<file path="src/rtl/mux2_rr_arbiter_if.sv">
// Handshake bundle between two requesters and the mux2 round-robin arbiter.
// The optional lock input exists only when MUX2_ARB_LOCK_EN is defined.
interface mux2_rr_arbiter_if;
    logic req0;
    logic req1;
    logic done;
`ifdef MUX2_ARB_LOCK_EN
    logic lock;
`endif
    logic gnt0;
    logic gnt1;
    logic select;
    logic busy;
    logic timeout;

`ifdef MUX2_ARB_LOCK_EN
    modport master (output req0, req1, done, lock,
                    input  gnt0, gnt1, select, busy, timeout);
    modport slave  (input  req0, req1, done, lock,
                    output gnt0, gnt1, select, busy, timeout);
`else
    modport master (output req0, req1, done,
                    input  gnt0, gnt1, select, busy, timeout);
    modport slave  (input  req0, req1, done,
                    output gnt0, gnt1, select, busy, timeout);
`endif
endinterface

</file>
<file path="src/rtl/mux2_rr_arbiter.sv">
// Two-source round-robin arbiter driving the select of a downstream 2:1 mux.
// Optional MUX2_ARB_LOCK_EN adds a lock input that suspends the hold limit.
module mux2_rr_arbiter #(
    parameter int unsigned MAX_HOLD = 8,
    parameter int unsigned CW       = 4
) (
    input  logic              clk,
    input  logic              rst_n,
    mux2_rr_arbiter_if.slave  bus
);

    typedef enum logic [1:0] {StIdle, StOwn0, StOwn1} state_e;

    localparam logic [CW-1:0] HoldLast = CW'(MAX_HOLD - 1);

    state_e          r_state, w_state_d;
    logic            r_last, w_last_d;
    logic [CW-1:0]   r_hold_cnt, w_hold_cnt_d;
    logic            r_gnt0, r_gnt1, r_select, r_busy, r_timeout;
    logic            w_gnt0_d, w_gnt1_d, w_select_d, w_busy_d, w_timeout_d;

    logic            w_lock;
    logic            w_in_own;
    logic            w_own1;
    logic            w_own_req;
    logic            w_oth_req;
    logic            w_limit_hit;
    logic            w_release;

`ifdef MUX2_ARB_LOCK_EN
    assign w_lock = bus.lock;
`else
    assign w_lock = 1'b0;
`endif

    assign w_in_own    = (r_state != StIdle);
    assign w_own1      = (r_state == StOwn1);
    assign w_own_req   = w_own1 ? bus.req1 : bus.req0;
    assign w_oth_req   = w_own1 ? bus.req0 : bus.req1;
    assign w_limit_hit = (r_hold_cnt == HoldLast) && !w_lock;
    assign w_release   = bus.done || !w_own_req || w_limit_hit;

    always_ff @(posedge clk or negedge rst_n) begin
        if (!rst_n) begin
            r_state    <= StIdle;
            r_last     <= 1'b1;
            r_hold_cnt <= '0;
            r_gnt0     <= 1'b0;
            r_gnt1     <= 1'b0;
            r_select   <= 1'b0;
            r_busy     <= 1'b0;
            r_timeout  <= 1'b0;
        end else begin
            r_state    <= w_state_d;
            r_last     <= w_last_d;
            r_hold_cnt <= w_hold_cnt_d;
            r_gnt0     <= w_gnt0_d;
            r_gnt1     <= w_gnt1_d;
            r_select   <= w_select_d;
            r_busy     <= w_busy_d;
            r_timeout  <= w_timeout_d;
        end
    end

    always_comb begin
        w_state_d    = r_state;
        w_last_d     = r_last;
        w_hold_cnt_d = r_hold_cnt;
        unique case (r_state)
            StIdle: begin
                // r_last == 1 means source 1 went last, so source 0 wins a tie
                if (bus.req0 && (!bus.req1 || r_last)) begin
                    w_state_d = StOwn0;
                end else if (bus.req1) begin
                    w_state_d = StOwn1;
                end
            end
            StOwn0, StOwn1: begin
                if (w_release) begin
                    w_last_d  = w_own1;
                    w_state_d = !w_oth_req ? StIdle : (w_own1 ? StOwn0 : StOwn1);
                end
            end
            default: w_state_d = StIdle;
        endcase

        // Cleared on every new grant or return to idle; frozen by lock; saturating.
        if (w_state_d == StIdle || w_state_d != r_state) begin
            w_hold_cnt_d = '0;
        end else if (!w_lock && r_hold_cnt != '1) begin
            w_hold_cnt_d = r_hold_cnt + CW'(1);
        end
    end

    always_comb begin
        w_gnt0_d    = (w_state_d == StOwn0);
        w_gnt1_d    = (w_state_d == StOwn1);
        w_busy_d    = (w_state_d != StIdle);
        w_select_d  = w_gnt1_d ? 1'b1 : (w_gnt0_d ? 1'b0 : r_select);
        w_timeout_d = w_in_own && w_limit_hit && !bus.done && w_own_req;
    end

    assign bus.gnt0    = r_gnt0;
    assign bus.gnt1    = r_gnt1;
    assign bus.select  = r_select;
    assign bus.busy    = r_busy;
    assign bus.timeout = r_timeout;

endmodule

</file>
<file path="src/flat_wrapper.sv">
// flat-port wrapper written by rule: the top's interface ports become plain ports
module mux2_rr_arbiter_flat 
#(
    parameter int unsigned MAX_HOLD = 8,
    parameter int unsigned CW       = 4
)
  (clk, rst_n, bus_req0, bus_req1, bus_done, bus_gnt0, bus_gnt1, bus_select, bus_busy, bus_timeout);
  mux2_rr_arbiter_if bus_i ();
  input  logic clk;
  input  logic rst_n;
  input wire logic [$bits(bus_i.req0)-1:0] bus_req0;
  input wire logic [$bits(bus_i.req1)-1:0] bus_req1;
  input wire logic [$bits(bus_i.done)-1:0] bus_done;
  output wire logic [$bits(bus_i.gnt0)-1:0] bus_gnt0;
  output wire logic [$bits(bus_i.gnt1)-1:0] bus_gnt1;
  output wire logic [$bits(bus_i.select)-1:0] bus_select;
  output wire logic [$bits(bus_i.busy)-1:0] bus_busy;
  output wire logic [$bits(bus_i.timeout)-1:0] bus_timeout;
  assign bus_i.req0 = bus_req0;
  assign bus_i.req1 = bus_req1;
  assign bus_i.done = bus_done;
  assign bus_gnt0 = bus_i.gnt0;
  assign bus_gnt1 = bus_i.gnt1;
  assign bus_select = bus_i.select;
  assign bus_busy = bus_i.busy;
  assign bus_timeout = bus_i.timeout;
  mux2_rr_arbiter #(.MAX_HOLD(MAX_HOLD), .CW(CW)) u_core (.clk(clk), .rst_n(rst_n), .bus(bus_i));
endmodule
</file>
<file path="config.mk">
export PLATFORM = sky130hd
export DESIGN_NAME = mux2_rr_arbiter_flat
export DESIGN_NICKNAME = d
export VERILOG_FILES = /design/src/rtl/mux2_rr_arbiter_if.sv /design/src/rtl/mux2_rr_arbiter.sv /design/src/flat_wrapper.sv
export SDC_FILE = /design/constraint.sdc
export NUM_CORES = 1
export LEC_CHECK = 0
export BUFFER_PORTS_ARGS = -buffer_cell sky130_fd_sc_hd__buf_4
export CAP_MARGIN = 20
export CORE_MARGIN = 3
export CORE_UTILIZATION = 57
export DETAILED_ROUTE_END_ITERATION = 6
export PLACE_DENSITY = 0.78
export SYNTH_ARGS = -nofsm -noshare
export SYNTH_HDL_FRONTEND = slang
export SYNTH_SLANG_ARGS = --single-unit
</file>
<file path="constraint.sdc">
create_clock -name clk -period 5.5 [get_ports clk]
set_clock_uncertainty 0.2 [all_clocks]
set_input_delay 0.55 -clock clk [delete_from_list [all_inputs] [get_ports clk]]
set_output_delay 0.55 -clock clk [all_outputs]
set_load 0.02 [all_outputs]
</file>
# ---- After elaboration in Yosys (flattened, before gate mapping)
# Index checks and enable logic that the tools add are counted.
dict set report word_totals {
  inputBits 5
  register_bits 12
  out_inout_bits 5
  wordCells 47
}
dict set report classes {
  muxes 12
  eq_ne 7
  n_reduce_logical 19
  addsub 1
}
# cell count
set op_table {}
lappend op_table {{two-way mux 2 bit} 5}
lappend op_table {{two-way mux 4 bit} 2}
lappend op_table {{nonzero test 2 bit} 4}
lappend op_table {{adder 4 x 1 -> 4 bit, second input constant} 1}
lappend op_table {{== test 2 x 1 -> 1 bit, second input constant} 2}
lappend op_table {{== test 2 bit, second input constant} 2}
lappend op_table {{== test 4 x 3 -> 1 bit, second input constant} 1}
lappend op_table {{logical AND 1 bit} 4}
lappend op_table {{zero test 2 bit} 2}
lappend op_table {{logical OR 1 bit} 4}
lappend op_table {{two-way mux 1 bit} 4}
lappend op_table {{inequality test 4 bit, second input constant} 1}
lappend op_table {{case mux 2 bit (2 select lines)} 1}
lappend op_table {{zero test 1 bit} 3}
lappend op_table {{inequality test 2 bit} 1}
lappend op_table {{AND reduction 2 bit} 1}
lappend op_table {{OR reduction 2 bit} 1}

# ---- Longest topological paths before layout
# Gate-level depths: netlist of run 1.
dict set report logic_depth {
  depth_word 10
  mapped_depth 11
  ltp_nobuf 11
}

# ---- Worst setup path after synthesis of run 1
# No wires, ideal clock.
dict set report synth_path {
  path_type {register to register}
  start {register u_core.r_state[0]}
  end {register u_core.r_hold_cnt[3]}
  path_stages_with_launch 12
  setup_time_ns 0.107
  synth_period_minus_slack_ns 2.763
  path_buffers 0
  setup_slack_ns 2.737
  t_required_ns 5.193
  t_arrival_ns 2.456
  path_cell_list {dfrtp_1 > inv_1 > ha_1 > nand2b_2 > a2111oi_4 > o21ai_1 > a21oi_1 > inv_1 > ha_1 > a21oi_1 > o211ai_2 > a2111oi_4}
}
dict set report synth_via {
  elab_chain_cells 10
  word_cells_on_any_way 20
  cone_classes {eq/ne (3); mux (9); reduce/logical (8)}
}
# element line
set synth_rtl {}
lappend synth_rtl {{start, declared} mux2_rr_arbiter.sv:16} ;# state_e r_state, w_state_d;
lappend synth_rtl {{start signal, assigned} mux2_rr_arbiter.sv:45} ;# r_state <= StIdle;
lappend synth_rtl {{start signal, assigned} mux2_rr_arbiter.sv:54} ;# r_state <= w_state_d;
lappend synth_rtl {{== test 2 bit (*)} mux2_rr_arbiter.sv:37} ;# assign w_own1 = (r_state == StOwn1);
lappend synth_rtl {{via u_core.w_own1} mux2_rr_arbiter.sv:24} ;# logic w_own1;
lappend synth_rtl {{two-way mux 1 bit} mux2_rr_arbiter.sv:38} ;# assign w_own_req = w_own1 ? bus.req1 : bus.req0;
lappend synth_rtl {{zero test 1 bit} mux2_rr_arbiter.sv:41} ;# assign w_release = bus.done || !w_own_req || w_limit_hit;
lappend synth_rtl {{logical OR 1 bit (2 in series)} mux2_rr_arbiter.sv:41}
lappend synth_rtl {{two-way mux 2 bit} mux2_rr_arbiter.sv:79} ;# if (w_release) begin
lappend synth_rtl {{case mux 2 bit (2 select lines) (*)} mux2_rr_arbiter.sv:69} ;# unique case (r_state)
lappend synth_rtl {{via u_core.w_state_d[1]} mux2_rr_arbiter.sv:16}
lappend synth_rtl {{inequality test 2 bit or zero test 2 bit (tied branches)} mux2_rr_arbiter.sv:88} ;# if (w_state_d == StIdle || w_state_d != r_state) begin
lappend synth_rtl {{logical OR 1 bit (*)} mux2_rr_arbiter.sv:88}
lappend synth_rtl {{two-way mux 4 bit or nonzero test 2 bit (tied branches)} n/a}
lappend synth_rtl {{end signal, assigned} mux2_rr_arbiter.sv:56} ;# r_hold_cnt <= w_hold_cnt_d;
lappend synth_rtl {{end, declared} mux2_rr_arbiter.sv:18} ;# logic [CW-1:0] r_hold_cnt, w_hold_cnt_d;
# The timed path passes the listed nets; every way through them passes the cells marked *.
# A chain may end at the register's enable or synchronous reset.

# ---- Worst setup path in the final report of run 1
# Ends and elaborated chain as after synthesis.

==> results of run 1 <==
synth_stat cells (2+ instances only):
library cell / n
dfrtp_1: 11
inv_1: 9
ha_1: 7
a21oi_1: 5
nand2_1: 5
o21ai_0: 4
nand2b_1: 3
nor2_1: 3
nor3_1: 3
nor3_2: 3
a2111oi_4: 2
mux2_2: 2
nand3_1: 2
o21ai_1: 2
layer usage:
layer,up-vias,global-route usage (%),routed length [um]
li1,315,-,-
met1,304,26.68,734
met2,16,29.65,693
met3,4,6.224,82
met4,0,10.84,35
met5,-,0,0
worst max-delay path, cell delays in order (launching register included):
cell       delay, ps
dfrtp_1          460
inv_1            110
ha_1             290
nand2b_2         240
a2111oi_4        390
o21ai_1          100
a21oi_1          240
inv_1             90
ha_1             200
a21oi_1          150
o211ai_2         190
a2111oi_4        300
cells in the final DEF, fill, tap and decap left out:
cell type and n:
a2bb2oi_1 1, clkbuf_8 1, inv_1 9, o22a_1 1
a21o_1 1, xnor2_1 1, nand2b_1 3, o32a_1 1
and3b_2 1, nor3_1 3, o21ai_0 4, dfstp_2 1
nand3_1 2, a21boi_2 1, dlygate4sd3_1 1, nor2_1 3
a211oi_2 1, nand2b_2 1, ha_1 7, a311oi_1 1
o21ai_1 2, a22o_1 1, buf_4 9, nand2_1 5
a2111oi_4 2, a21oi_1 5, o211ai_2 1, nand3b_1 1
a22oi_1 1, a21o_4 1, o22ai_1 1, nor3_2 3
mux2i_1 1, dfrtp_1 11, mux2_2 2, clkbuf_4 3
power by group through the flow:
stage	Sequential (W)	Clock (W)	Combinational (W)
2_1_floorplan	0.000150	0	0.000208
3_3_place_gp	0.000139	0	0.000281
4_1_cts	0.000139	0.0000722	0.000290
3_5_place_dp	0.000140	0	0.000288
5_1_grt	0.000142	0.0000756	0.000320
6_report	0.000140	0.0000689	0.000287
through the flow:
stage / total power (W) / hold WS [ps] / utilization, % / std cells
floorplan: 0.0003578 / 54.41 / - / 79
global placement: 0.0004204 / 197.0 / 68.11 / 103
detailed placement: 0.0004281 / 198.1 / 68.11 / 103
CTS: 0.0005008 / 330.3 / 71.58 / 108
global route: 0.0005380 / 350.9 / 71.58 / 108
finish: 0.0004958 / 322.6 / 71.58 / 108
how the worst max path moves through the flow:
stage	from	end	slack, ps	depth (start not counted)
2_1_floorplan	u_core.r_state[0]	u_core.r_hold_cnt[3]	2740	11
3_3_place_gp	u_core.r_state[0]	u_core.r_hold_cnt[3]	2550	11
3_5_place_dp	u_core.r_state[0]	u_core.r_hold_cnt[3]	2460	11
4_1_cts	u_core.r_state[0]	u_core.r_hold_cnt[3]	2440	11
5_1_grt	u_core.r_state[0]	u_core.r_hold_cnt[3]	2160	11
6_report	u_core.r_state[0]	u_core.r_hold_cnt[3]	2440	11
timing repair:
item | CTS | global route
endpoints found under the setup margin | 0 | 0
hold endpoints to repair | 11 | 0
hold buffers | 1 | 0
cells by family (layout without fill, tap and decap cells):
family	after synthesis	after routing	share of synthesized area (%)
simple gates	22	22	15.83
mux	3	3	3.957
buf+inv	9	23	4.109
fa+ha+maj	7	7	10.65
flops	12	12	36.68
xor+xnor	1	1	1.066
compound gates	25	25	27.70
state kept, by name, indices dropped and copies added, names as in the netlist:
name,flops
u_core.bus.gnt1,1
u_core.r_state,2
u_core.r_hold_cnt,4
u_core.bus.timeout,1
u_core.bus.select,1
u_core.bus.gnt0,1
u_core.r_last,1
u_core.bus.busy,1
layout make-up:
cell class	instances	area, um^2	share of cell area (%)
multi-input combinational	58	486.7	50.98
sequential	12	301.5	31.59
timing repair buffer	10	77.57	8.126
clock buffer	4	36.28	3.801
inverter	9	33.78	3.539
tap	15	18.77	1.966
==> flow_summary_export.csv, run 1 <==
group,metric,value,unit
cells_and_area,finalNetCount,106,
floorplanning,die_y,43.98,um
logic_synthesis,ys_async_sr_fraction,100.0,%
sta,hold_violations,0,
cells_and_area,fin_area,954.7,um^2
hold_path,hp-class,"reg -> reg",
sta,worstMarginPinSlew,355.9,ps
cts,cts_resized,0,
grt,antenna_found_initial,0,
floorplanning,num_io_pins,10,
pwr,swShare,43.25,%
grt,grt_pass1_vias,603,
cts,cts.sinks,12,
hold_path,hold_depth,1,
critical_path,required,5470,ps
critical_path,r2r_end,"u_core.r_hold_cnt[3]",
route,wl,1545,um
sta,relSlewSlack,76.12,%
cts,clk_latency,270,ps
sta,grt_setup_unrepaired,"false",
logic_synthesis,synthTopCellsByArea,"dfrtp_1, ha_1, a2111oi_4, inv_1, nor3_2",
sta,finalCritPeriodShare,55.72,%
sta,timing.fmax,326.3,MHz
critical_path,cp-start-kind,"flip-flop",
place,gp_congestion,0.8722,
logic_synthesis,synthFlopType,"dfrtp_1",
cts,clk_pin_slew,70,ps
pwr,leakagePower,0.4265,nW
route,drt_first_pass_iters,4,
route,postRouteAntennaNets,0,
logic_synthesis,synth_top_cell_area_share,33.49,%
logic_synthesis,ys_warn_count,0,
logic_synthesis,synth_cell_types,32,
floorplanning,initial_core_util,61.63,%
place,dpl_cell_area,908.4,um^2
cts,cts_made_buffers,3,
cts,postCtsSetupBuffers,0,
pwr,power.density,519.3,nW/um^2
floorplanning,core-area,1334,um^2
logic_synthesis,syn_avg_cell_area,10.41,um^2
logic_synthesis,yosysSeqAreaShare,36.68,%
pwr,p_seq_share,28.2,%
logic_synthesis,synth_top_cell_by_area,"dfrtp_1",
flow_run,cap_violations,0,
sta,layout_setup_ws,2435,ps
pwr,vdd_drop_max,0.2939,mV
critical_path,ff2ff_setup_slack,2440,ps
cells_and_area,diodes,0,
critical_path,critPathCaptureType,"flip-flop",
critical_path,reg2reg_from,"u_core.r_state[0]",
floorplanning,placementRows,13,
cts,cts_tree,"built",
floorplanning,dieArea,1934,um^2
critical_path,reg2reg_depth,11,
logic_synthesis,ys_ff_latch,12,
hold_path,hold_path_end,"u_core.bus.select",
run_status,status,"complete, no violations",
floorplanning,die_w,43.98,um
cells_and_area,syn2layout_area_growth,16.13,%
grt,grt_pass1_wl,2773,um
grt,grt_max_degree,13,
cts,cts_buffer_depth,2,
cells_and_area,drive_gt1_share,29.03,%
logic_synthesis,syn-num-nets,91,
cts,htree_levels,1,
critical_path,criticalPathCategory,"reg -> reg",
place,io_buffers,9,
grt,grt_usage,20.31,%
logic_synthesis,synth-edff-count,0,
place,post-place-ws,2456,ps
place,hpwl,1196,um
cells_and_area,fillers,112,
route,viasPerCell,5.917,
route,drcViolationCount,0,
sta,fin_setup_tns,0,ps
hold_path,min_from,"u_core.bus.select",
cts,cts-root-buf,"clkbuf_4",
pwr,p_int,0.0002814,W
sta,setup_violations,0,
grt,overflow,0,
route,vias,639,
logic_synthesis,syn_area,822.0,um^2
pwr,clkPwrFrac,13.9,%
pwr,p_comb_share,57.9,%
route,drt_iter0_drc,14,
critical_path,path_max_fanout,7,
sta,slew_violations,0,
route,post_drt_wl_per_cell,14.31,um
logic_synthesis,synth_cells,79,
sta,post-route-min-period,3065,ps
pwr,switchingPower,0.0002144,W
critical_path,cp_data_arrival_time,3040,ps
Power figures use the tool's default switching activity.
==> run 2: changes to the inputs <==
--- a/config.mk
+++ b/config.mk
@@ -8,9 +8,9 @@
 export BUFFER_PORTS_ARGS = -buffer_cell sky130_fd_sc_hd__buf_4
 export CAP_MARGIN = 20
 export CORE_MARGIN = 3
-export CORE_UTILIZATION = 57
+export CORE_UTILIZATION = 50
 export DETAILED_ROUTE_END_ITERATION = 6
-export PLACE_DENSITY = 0.78
+export PLACE_DENSITY = 0.73
 export SYNTH_ARGS = -nofsm -noshare
 export SYNTH_HDL_FRONTEND = slang
 export SYNTH_SLANG_ARGS = --single-unit
==> constraint.sdc (replaced) <==
create_clock -name clk -period 2.5 [get_ports clk]
set_clock_uncertainty 0.2 [all_clocks]
set_input_delay 0.25 -clock clk [delete_from_list [all_inputs] [get_ports clk]]
set_output_delay 0.25 -clock clk [all_outputs]
set_load 0.02 [all_outputs]
==> flow_summary_export.csv, run 2 (synthesis gave the netlist of run 1 again) <==
group,metric,value,unit
critical_path,reg2reg_from,"u_core.r_hold_cnt[1]",
grt,grt_pass1_wl,2670,um
critical_path,r2r_end,"u_core.r_hold_cnt[3]",
critical_path,cpPeakStageDelay,390,ps
critical_path,cpMostUsedCell,"a2111oi_4",
pwr,vdd_drop_max,0.9165,mV
pwr,leakagePower,0.5045,nW
sta,layout_setup_ws,-67.57,ps
cts,cts-root-buf,"clkbuf_4",
sta,timing.fmax,389.5,MHz
floorplanning,die_w,46.55,um
grt,overflow,0,
cts,cts_tree,"built",
critical_path,required,2470,ps
route,drt_iter0_drc,9,
grt,antenna_found_initial,0,
sta,hold_slack,119.7,ps
place,gp_congestion,0.8726,
cts,htree_levels,1,
cts,cts.sinks,12,
cells_and_area,mostFrequentLayoutCells,"buf_4, dfrtp_1, inv_1, nand2_1",
place,hpwl,1222,um
cells_and_area,reg_top3,"u_core.r_hold_cnt: 4 flops, u_core.r_state: 2 flops",
pwr,power.density,1246,nW/um^2
sta,relSlewSlack,66.33,%
critical_path,criticalPathCategory,"reg -> reg",
cts,clk_pin_slew,70,ps
cells_and_area,drive_gt1_share,50.00,%
floorplanning,dieArea,2166,um^2
sta,post-route-min-period,2568,ps
cells_and_area,finalNetCount,121,
grt,grt_pass1_vias,621,
floorplanning,num_io_pins,10,
cells_and_area,syn2layout_area_growth,39.57,%
sta,setup_violations,3,
place,post-place-ws,-34.52,ps
sta,hold_violations,0,
hold_path,hold_depth,3,
route,vias,716,
route,post_drt_wl_per_cell,15.13,um
grt,grt_max_degree,13,
critical_path,crit_family,"compound AO/OA/AOI/OAI gates",
critical_path,slowest_stage,"dfrtp_1",
run_status,violations,"setup timing",
cts,cts_made_buffers,3,
pwr,clkPwrFrac,8.8,%
sta,finalCritPeriodShare,102.7,%
critical_path,path_max_fanout,4,
critical_path,critPathCaptureType,"flip-flop",
cells_and_area,largest_register_ffs,4,
cts,clk_latency,270,ps
sta,slew_violations,0,
pwr,switchingPower,0.0006021,W
cells_and_area,layout_commonest_cell,"buf_4",
floorplanning,initial_core_util,53.94,%
route,wl,1876,um
floorplanning,core-area,1524,um^2
route,drt_first_pass_iters,4,
sta,grt_setup_unrepaired,"true",
critical_path,cp-start-kind,"flip-flop",
floorplanning,placementRows,14,
hold_path,hp-class,"in -> reg",
pwr,p_comb_share,70.7,%
sta,worstMarginPinSlew,501.2,ps
cells_and_area,regMostFlops,"u_core.r_hold_cnt",
critical_path,ff2ff_setup_slack,-70,ps
critical_path,path_depth,10,
run_status,status,"complete, but fails checks",
floorplanning,die_y,46.55,um
pwr,swShare,42.11,%
route,drcViolationCount,0,
critical_path,cp_data_arrival_time,2540,ps
hold_path,min_from,"bus_done",
flow_run,cap_violations,0,
hold_path,hold_path_end,"u_core.bus.timeout",
route,viasPerCell,5.774,
place,io_buffers,9,
critical_path,reg2reg_depth,10,
route,postRouteAntennaNets,0,
cells_and_area,diodes,0,
critical_path,crit_buf_inv,1,
cts,cts_buffer_depth,2,
pwr,p_int,0.0008275,W
critical_path,cp_cell_sequence,"ha_2 -> and3b_2 -> a2111oi_4 -> o21ai_1 -> a21oi_2 -> inv_2 -> ha_4 -> a21oi_4 -> o211ai_4 -> a2111oi_4",
pwr,p_seq_share,20.5,%
grt,grt_usage,17.82,%
[run 2: tightest hold or removal path, cell delays in order]
cell	delay (ps)
buf_4	110
a21o_1	140
nor3_1	50
[run 2: worst max path at each step]
stage / startpoint / slack, ps / endpoint
2_1_floorplan: u_core.r_state[0] / 60 / u_core.r_hold_cnt[3]
6_report: u_core.r_hold_cnt[1] / -70 / u_core.r_hold_cnt[3]
3_5_place_dp: u_core.r_hold_cnt[1] / -30 / u_core.r_hold_cnt[3]
5_1_grt: u_core.r_hold_cnt[1] / -170 / u_core.r_hold_cnt[3]
4_1_cts: u_core.r_hold_cnt[1] / 3 / u_core.r_hold_cnt[3]
3_3_place_gp: u_core.r_hold_cnt[0] / 30 / u_core.r_hold_cnt[3]
[run 2: timing repair]
| action | CTS | global route |
|---|---|---|
| endpoints found under the hold margin | 12 | 0 |
| pin swaps | 5 | 6 |
| hold buffers | 1 | 0 |
| setup buffers | 3 | 3 |
| endpoints found under the setup margin | 4 | 5 |
| gates resized for setup | 5 | 3 |
[run 2: stage by stage]
stage / cell area (um^2) / util [%] / cells / TNS (ps) / power [W]
after floorplan: 872.1 / - / 79 / 0 / 0.0008614
after global placement: 1027 / 67.41 / 113 / 0 / 0.001121
after detailed placement: 1027 / 67.41 / 113 / -34.52 / 0.001129
after CTS: 1115 / 73.15 / 121 / 0 / 0.001357
after global routing: 1147 / 75.29 / 124 / -578.3 / 0.001533
final: 1147 / 75.29 / 124 / -94.90 / 0.001430
[run 2: layout make-up]
class                      count  area, um^2
clock buffer                   4       26.28
fill                         108       376.6
inverter                       9       33.78
multi-input combinational     58       574.3
sequential                    12       302.8
tap                           16       20.02
timing repair buffer          25       190.2
[run 2: power by group through the flow]
stage	Sequential [W]	Combinational [W]	Clock, W
finish	0.000293	0.00101	0.000126
global route	0.000301	0.00109	0.000138
CTS	0.000293	0.000936	0.000128
detailed placement	0.000297	0.000832	0
global placement	0.000295	0.000826	0
floorplan	0.000336	0.000526	0
[run 2: per-layer routing]
| metal | GRT usage [%] | vias up | routed length, um |
|---|---|---|---|
| met5 | 0 | - | 0 |
| met4 | 10.23 | 0 | 36 |
| met3 | 2.344 | 4 | 68 |
| met2 | 26.92 | 15 | 906 |
| met1 | 24.10 | 351 | 864 |
| li1 | - | 346 | - |
==> run 3: changes to the inputs <==
--- a/config.mk
+++ b/config.mk
@@ -8,9 +8,10 @@
 export BUFFER_PORTS_ARGS = -buffer_cell sky130_fd_sc_hd__buf_4
 export CAP_MARGIN = 20
 export CORE_MARGIN = 3
-export CORE_UTILIZATION = 50
+export CORE_UTILIZATION = 53
+export CTS_BUF_LIST = sky130_fd_sc_hd__clkbuf_8
 export DETAILED_ROUTE_END_ITERATION = 6
-export PLACE_DENSITY = 0.73
+export PLACE_DENSITY = 0.77
 export SYNTH_ARGS = -nofsm -noshare
 export SYNTH_HDL_FRONTEND = slang
 export SYNTH_SLANG_ARGS = --single-unit
==> flow_summary_export.csv, run 3 (synthesis gave the netlist of run 1 again) <==
group,metric,value,unit
grt,grt_pass1_wl,3098,um
floorplanning,num_io_pins,10,
place,gp_congestion,0.9075,
cts,cts-root-buf,"clkbuf_8",
route,post_drt_wl_per_cell,16.13,um
sta,setup_violations,0,
cells_and_area,syn2layout_area_growth,39.42,%
cells_and_area,mostFrequentLayoutCells,"buf_4, dfrtp_1, inv_1",
cells_and_area,layout_commonest_cell,"buf_4",
pwr,vdd_drop_max,0.9459,mV
grt,grt_usage,21.16,%
sta,post-route-min-period,2478,ps
grt,grt_pass1_vias,669,
critical_path,cp-start-kind,"flip-flop",
sta,slew_violations,0,
cts,cts.sinks,12,
pwr,p_comb_share,66.1,%
pwr,power.density,1315,nW/um^2
floorplanning,die_w,45.38,um
flow_run,cap_violations,0,
route,drt_iter0_drc,28,
sta,layout_setup_ws,21.66,ps
route,postRouteAntennaNets,0,
sta,fin_setup_tns,0,ps
route,drcViolationCount,0,
pwr,swShare,40.72,%
sta,grt_setup_unrepaired,"true",
cts,cts_buffer_depth,2,
floorplanning,initial_core_util,59.46,%
floorplanning,placementRows,13,
cts,clk_pin_slew,60,ps
floorplanning,die_y,45.38,um
critical_path,required,2440,ps
place,hpwl,1299,um
critical_path,cp_data_arrival_time,2420,ps
cts,clk_latency,240,ps
critical_path,critPathCaptureType,"flip-flop",
critical_path,criticalPathCategory,"reg -> reg",
pwr,p_int,0.0008933,W
pwr,switchingPower,0.0006135,W
sta,timing.fmax,403.5,MHz
grt,grt_max_degree,13,
hold_path,hp-class,"in -> async",
cts,cts_made_buffers,3,
pwr,p_seq_share,19.7,%
cells_and_area,regMostFlops,"u_core.r_hold_cnt",
sta,worstMarginPinSlew,527.8,ps
floorplanning,core-area,1383,um^2
sta,relSlewSlack,64.55,%
cells_and_area,reg_top3,"u_core.r_hold_cnt: 4 flops, u_core.r_state: 2 flops",
grt,antenna_found_initial,0,
place,post-place-ws,-35.93,ps
pwr,power,0.001507,W
cells_and_area,largest_register_ffs,4,
grt,overflow,0,
cts,cts_tree,"built",
cells_and_area,finalNetCount,118,
floorplanning,dieArea,2059,um^2
cells_and_area,diodes,0,
route,vias,704,
cells_and_area,drive_gt1_share,49.52,%
critical_path,path_max_fanout,5,
sta,hold_violations,0,
route,viasPerCell,5.867,
place,io_buffers,9,
cts,htree_levels,1,
pwr,leakagePower,0.5003,nW
run_status,status,"complete, no violations",
pwr,clkPwrFrac,14.2,%
route,wl,1936,um
sta,finalCritPeriodShare,99.13,%
route,drt_first_pass_iters,4,
run 3: cell types whose count changed in the layout (fill, tap and decap cells not counted), sizes merged:
cell,change
buf,-3
run 3: worst paths after layout:
kind,start,endpoint,slack [ps],cells after the start
max,u_core.r_state[1],u_core.r_hold_cnt[3],20,10
min,rst_n,u_core.bus.timeout,180,2
max reg2reg,u_core.r_state[1],u_core.r_hold_cnt[3],20,10
min reg2reg,u_core.bus.select,u_core.bus.select,340,1
max in group asynchronous,rst_n,u_core.r_last,1690,2
min in group clk,bus_done,u_core.bus.timeout,180,3
run 3: routing by layer:
metal	GRT usage (%)	vias to the layer above	part of all wire, %	wire, um
li1	-	338	-	-
met1	26.68	340	41	803
met2	34.54	19	53	1017
met3	5.929	7	4.2	81
met4	7.018	0	1.8	34
met5	0	-	0	0
run 3: worst max-delay path, stage by stage (launching register included):
cell and delay (ps):
dfrtp_2 430, ha_4 190, nand2b_4 150, a2111oi_4 390
o21ai_1 130, a21oi_2 190, inv_2 80, ha_4 170
a21oi_4 130, o211ai_4 120, a2111oi_4 190
run 3: through the flow:
step | hold WS (ps) | utilization, % | instances | area [um^2]
global placement | -104.1 | 72.04 | 108 | 996.0
CTS | 157.8 | 79.19 | 114 | 1095
floorplan | -245.6 | - | 79 | 872.1
detailed placement | -101.9 | 72.04 | 108 | 996.0
finish | 181.2 | 82.90 | 120 | 1146
global route | 196.4 | 82.90 | 120 | 1146
run 3: power by group through the flow:
stage	registers, W	logic [W]	clock network (W)
finish	0.000297	0.000996	0.000213
global route	0.000304	0.00108	0.000226
detailed placement	0.000297	0.000781	0
floorplan	0.000336	0.000526	0
global placement	0.000295	0.000766	0
CTS	0.000295	0.000888	0.000220
run 3: final cells by class:
type                       instances  area [um^2]
multi-input combinational         58        568.0
sequential                        12        302.8
fill                              81        236.5
timing repair buffer              22        167.7
clock buffer                       4        55.05
inverter                           9        33.78
tap                               15        18.77
run 3: repair_timing:
item                                    CTS  global route
setup buffers                             1             6
hold buffers                              1             0
endpoints found under the setup margin    5             5
hold endpoints to repair                 12             0
gates resized for setup                   6             2
pin swaps                                 4             4
